File: src/rtl/debounce_pkg.sv
// debounce_pkg: shared FSM encoding, widths and counter-width helper for debounce_sync
package debounce_pkg;

   typedef enum logic {ST_STABLE, ST_QUALIFY} state_e;

   localparam int GLITCH_CNT_W = 8;

   function automatic int cnt_width(int n);
      return (n < 1) ? 1 : $clog2(n + 1);
   endfunction

endpackage

File: src/rtl/debounce_sync_if.sv
// debounce_sync_if: raw level in, debounced level out; DEBOUNCE_GLITCH_CNT_EN adds glitch_cnt
interface debounce_sync_if;
   import debounce_pkg::*;
   logic in;
   logic out;
   logic qualifying;
`ifdef DEBOUNCE_GLITCH_CNT_EN
   logic [GLITCH_CNT_W-1:0] glitch_cnt;
`endif
   modport master (
      output in,
      input  out,
      input  qualifying
`ifdef DEBOUNCE_GLITCH_CNT_EN
      , input glitch_cnt
`endif
   );
   modport slave (
      input  in,
      output out,
      output qualifying
`ifdef DEBOUNCE_GLITCH_CNT_EN
      , output glitch_cnt
`endif
   );
endinterface

File: src/rtl/debounce_sync_sync_2ff.sv
// sync_2ff: reusable 1-bit two-flop metastability synchroniser with configurable reset value
module sync_2ff #(
   parameter logic RST_VAL = 1'b0
) (
   input  logic clk,
   input  logic rst,
   input  logic d,
   output logic q
);
   logic s1_q, s2_q;
   // two back-to-back flops give the first one a full cycle to resolve
   always_ff @(posedge clk) begin
      if (rst) begin
         s1_q <= RST_VAL;
         s2_q <= RST_VAL;
      end else begin
         s1_q <= d;
         s2_q <= s1_q;
      end
   end
   assign q = s2_q;
endmodule

File: src/rtl/debounce_sync.sv
// debounce_sync: synchronise a raw level and pass it on only after STABLE_CYCLES steady clocks; DEBOUNCE_GLITCH_CNT_EN adds a saturating rejected-bounce counter
module debounce_sync
   import debounce_pkg::*;
#(
   parameter int   STABLE_CYCLES = 16,
   parameter logic RST_VAL       = 1'b0
) (
   input logic           clk,
   input logic           rst,
   debounce_sync_if.slave bus
);
   localparam int CNT_W = cnt_width(STABLE_CYCLES);

   logic             s2;
   state_e           st_q, st_d;
   logic [CNT_W-1:0] cnt_q, cnt_d;
   logic             out_q, out_d;
   logic             qual_q, qual_d;
`ifdef DEBOUNCE_GLITCH_CNT_EN
   logic                    reject;
   logic [GLITCH_CNT_W-1:0] glitch_q, glitch_d;
`endif

   sync_2ff #(.RST_VAL(RST_VAL)) u_sync (
      .clk (clk),
      .rst (rst),
      .d   (bus.in),
      .q   (s2)
   );

   // qualifier: time a candidate change, restart on any bounce back to out
   always_comb begin
      st_d  = st_q;
      cnt_d = cnt_q;
      out_d = out_q;
`ifdef DEBOUNCE_GLITCH_CNT_EN
      reject = 1'b0;
`endif
      if (st_q == ST_STABLE) begin
         if (s2 != out_q) begin
            if (STABLE_CYCLES == 1) begin
               out_d = s2;
            end else begin
               st_d  = ST_QUALIFY;
               cnt_d = CNT_W'(1);
            end
         end
      end else if (s2 == out_q) begin
         st_d  = ST_STABLE;
         cnt_d = '0;
`ifdef DEBOUNCE_GLITCH_CNT_EN
         reject = 1'b1;
`endif
      end else if (cnt_q == CNT_W'(STABLE_CYCLES - 1)) begin
         st_d  = ST_STABLE;
         cnt_d = '0;
         out_d = s2;
      end else begin
         cnt_d = cnt_q + CNT_W'(1);
      end
      qual_d = (st_d == ST_QUALIFY);
`ifdef DEBOUNCE_GLITCH_CNT_EN
      glitch_d = (reject && glitch_q != '1) ? glitch_q + GLITCH_CNT_W'(1) : glitch_q;
`endif
   end

   // state, counter and registered outputs; reset discards any partial count
   always_ff @(posedge clk) begin
      if (rst) begin
         st_q   <= ST_STABLE;
         cnt_q  <= '0;
         out_q  <= RST_VAL;
         qual_q <= 1'b0;
`ifdef DEBOUNCE_GLITCH_CNT_EN
         glitch_q <= '0;
`endif
      end else begin
         st_q   <= st_d;
         cnt_q  <= cnt_d;
         out_q  <= out_d;
         qual_q <= qual_d;
`ifdef DEBOUNCE_GLITCH_CNT_EN
         glitch_q <= glitch_d;
`endif
      end
   end

   assign bus.out        = out_q;
   assign bus.qualifying = qual_q;
`ifdef DEBOUNCE_GLITCH_CNT_EN
   assign bus.glitch_cnt = glitch_q;
`endif
endmodule

File: src/flat_wrapper.sv
// flat-port wrapper written by rule: the top's interface ports become plain ports
module debounce_sync_flat import debounce_pkg::*;
#(
   parameter int   STABLE_CYCLES = 16,
   parameter logic RST_VAL       = 1'b0
)
  (clk, rst, bus_in, bus_out, bus_qualifying);
  debounce_sync_if bus_i ();
  input logic clk;
  input logic rst;
  input wire logic [$bits(bus_i.in)-1:0] bus_in;
  output wire logic [$bits(bus_i.out)-1:0] bus_out;
  output wire logic [$bits(bus_i.qualifying)-1:0] bus_qualifying;
  assign bus_i.in = bus_in;
  assign bus_out = bus_i.out;
  assign bus_qualifying = bus_i.qualifying;
  debounce_sync #(.STABLE_CYCLES(STABLE_CYCLES), .RST_VAL(RST_VAL)) u_core (.clk(clk), .rst(rst), .bus(bus_i));
endmodule
File: config.mk
export PLATFORM = sky130hd
export DESIGN_NAME = debounce_sync_flat
export DESIGN_NICKNAME = d
export VERILOG_FILES = /design/src/rtl/debounce_pkg.sv /design/src/rtl/debounce_sync_if.sv /design/src/rtl/debounce_sync_sync_2ff.sv /design/src/rtl/debounce_sync.sv /design/src/flat_wrapper.sv
export SDC_FILE = /design/constraint.sdc
export NUM_CORES = 1
export LEC_CHECK = 0
export CAP_MARGIN = 25
export CORE_AREA = 5 5 42 44
export CTS_BUF_LIST = sky130_fd_sc_hd__clkbuf_8
export CTS_CLUSTER_SIZE = 30
export DETAILED_ROUTE_END_ITERATION = 7
export DIE_AREA = 0 0 47 49
export GPL_TIMING_DRIVEN = 0
export PLACE_DENSITY_LB_ADDON = 0.05
export SYNTH_ARGS = -nofsm -noshare
export SYNTH_HDL_FRONTEND = slang
export SYNTH_HIERARCHICAL = 1
export SYNTH_SLANG_ARGS = --single-unit
File: constraint.sdc
create_clock -name clk -period 1.6 [get_ports clk]
set_input_delay 0.4 -clock clk [delete_from_list [all_inputs] [get_ports clk]]
set_output_delay 0.4 -clock clk [all_outputs]
set_load 0.05 [all_outputs]
==> flow_summary_export.csv <==
group,metric,value,unit
timing,hold_ws,444,ps
timing,maxSlewHeadroom,63.4,%
worst_setup_path,crit_path_cell_trace,"clkdlybuf4s15_1",
power,power.switching,0.000101,W
synth,synth-main-ff-cell,"dfxtp_1",
drt,met3_length,82,µm
timing,setup_viol,0,
worst_setup_path,path_buf_inv,1,
clocking,clk_pin_slew_worst_paths,40,ps
power,vdd_drop_max,0.427,mV
clocking,clockRootBuffer,"clkbuf_8",
worst_setup_path,critical_path_class,"reg2out",
clocking,cts_max_level,1,
placement,port_buffers,4,
synth,yosysSeqAreaShare,43.6,%
worst_setup_path,r2r-start,"u_core/bus.out$_SDFFE_PP0P_",
drt,drtIter0Drc,17,
global_routing,antenna_found_initial,0,
drt,wl,851,µm
power,power_density,983,nW/µm²
synth,yosys-top-cells-count,"dfxtp_1 (9), nand3_1 (6), a21oi_1 (3), nand4b_1 (3)",
synth,async_flop_share,0,%
cells_and_area,multi_input_area,221,µm²
die,fp-row-count,14,
clocking,cts.path.max_buffers,2,
worst_hold_path,hp-class,"reg2reg",
worst_setup_path,cp-start-kind,"register",
clocking,hold_buffers,0,
cells_and_area,area_growth,25.2,%
die,die_h,49,µm
worst_setup_path,critical_path.startpoint,"u_core/bus.out$_SDFFE_PP0P_",
clocking,ctsResizeCount,2,
clocking,cts_setup_buffers,0,
cells_and_area,fin_cells,68,
cells_and_area,layout-drive-gt1-share,9.62,%
global_routing,grt_max_degree,11,
drt,drt_first_pass_iters,4,
power,pwr-share-comb,5.1,%
synth,synth_top_area_share,43.6,%
timing,timing.fmax,0.650,GHz
worst_setup_path,path_max_fanout,4,
drt,via_per_inst,5.53,
synth,synth_cell_types,24,
clocking,cts_tree,"done",
placement,gp_congestion,0.766,
timing,fin_skew,2.49,ps
timing,tightest_slew,547,ps
drt,top_layer,"met3",
placement,dp_slack,-155,ps
status,outcome,"finished clean",
power,leakage,0.193,nW
worst_setup_path,required,1200,ps
die,pin_count,5,
timing,slew_viol_final,0,
worst_setup_path,end_kind,"output port",
cells_and_area,seqCellArea,180,µm²
clocking,cts_sinks,9,
synth,synth-edff-count,0,
global_routing,grt_pass1_wl,1.35,mm
worst_setup_path,critical_path_arrival,1140,ps
worst_setup_path,path_delay_family,"buffers and inverters",
worst_hold_path,hp-start,"u_core/u_sync/s1_q$_SDFF_PP0_",
synth,syn_area_per_cell,9.38,µm²
die,start_util,29.5,%
worst_setup_path,cp_slowest_cell,"clkdlybuf4s15_1",
worst_setup_path,slowest_delay,520,ps
drt,wire_per_inst,12.5,µm
synth,syn_nets,48,
synth,yosysTopAreaCell,"dfxtp_1",
timing,hold_viol,0,
drt,wl_met1,363,µm
global_routing,grt_pass1_vias,319,
power,power,0.000508,W
placement,dp_hpwl,615,µm
worst_setup_path,rrSetupSlack,280,ps
drt,dr_wl_met2,406,µm
synth,ys_warn_count,6,
clocking,insertion_delay,230,ps
placement,placedCellCount,64,
drt,drc,0,
timing,rsz0062_at_grt,"no",
power,p_seq_share,45.8,%
synth,syn_inst,44,
clocking,cts_buffers,3,
power,clkPwrFrac,49.1,%
cells_and_area,finalNetCount,57,
die,die_area,2300,µm²
die,dieWidth,47,µm
cells_and_area,final.fill_count,157,
drt,routed-via-count,376,
power,swShare,19.9,%
timing,min_period,1540,ps
power,power.internal,0.000407,W
drt,route.antenna.remaining_nets,0,
timing,fin_tns_setup,0,ps
die,coreArea,1400,µm²
timing,period_share,96.2,%
timing,timing.final.ws_setup,60.6,ps
global_routing,overflow,0,
job,maxCapViolCount,0,
synth,synth.most_common_cell,"dfxtp_1",
synth,ys_seq_elements,9,
global_routing,grtUsageTotal,8.25,%
synth,synth_area_leaders,"dfxtp_1 (44%), nand3_1 (7.3%), nand4b_1 (6.4%), a21oi_1 (3.6%), ha_1 (3.0%)",
synth,synth_area,413,µm²
cells_and_area,diodes,0,
cell usage in the layout (no fill, tap or decap), types with 2 or more instances in the layout:
cell type,instances
nand4_1,2
inv_1,2
nor2_1,2
nand3_1,6
clkbuf_8,3
a21oi_1,3
clkdlybuf4s50_1,2
nor2b_1,2
nand4b_1,3
dfxtp_1,9
cells by family after synthesis:
family	count (synthesis)	synth area share, %
simple gates	22	33.3
flops	9	43.6
compound gates	8	13.0
xor+xnor	2	4.24
buf+inv	2	2.73
fa+ha+maj	1	3.03
power by group through the flow:
stage	Combinational, W	Clock (W)	Sequential [W]
finish	0.0000260	0.000250	0.000233
global route	0.0000282	0.000271	0.000233
CTS	0.0000258	0.000260	0.000232
detailed placement	0.0000262	0	0.000236
global placement	0.0000258	0	0.000236
floorplan	0.0000118	0	0.000238
cell type report:
cell class              instances  share of cell area (%)
well taps                      16                    3.87
multi-input cells              33                    42.9
clock buffers                   3                    7.99
repair buffers                  4                    7.51
clock inverters                 1                   0.726
inverters                       1                   0.726
plain buffers                   1                    1.45
flip-flops and latches          9                    34.9
through the flow:
step           area [µm²]  util (%)
6_report              517      36.9
5_1_grt               517      36.9
4_1_cts               515      36.8
3_5_place_dp          473      33.8
3_3_place_gp          473      33.8
2_1_floorplan         413         -
final timing paths:
check | end | cells after the start
setup / recovery | bus_out | 1
hold / removal | u_core/u_sync/q$_SDFF_PP0_ | 1
setup reg to reg | u_core/cnt_q[2]$_SDFFE_PP0P_ | 3
hold reg to reg | u_core/u_sync/q$_SDFF_PP0_ | 1
state kept, by name, indices dropped and copies added, names as in the netlist:
| name | flops |
|---|---|
| u_core/bus.qualifying | 1 |
| u_core/u_sync/q | 1 |
| u_core/cnt_q | 5 |
| u_core/bus.out | 1 |
| u_core/u_sync/s1_q | 1 |
routing by layer:
| layer | vias to the layer above | global-route usage [%] |
|---|---|---|
| li1 | 180 | - |
| met1 | 174 | 10.4 |
| met2 | 22 | 10.9 |
| met3 | 0 | 3.69 |
| met4 | 0 | 5.53 |
| met5 | - | 0 |
Power figures use the tool's default switching activity.
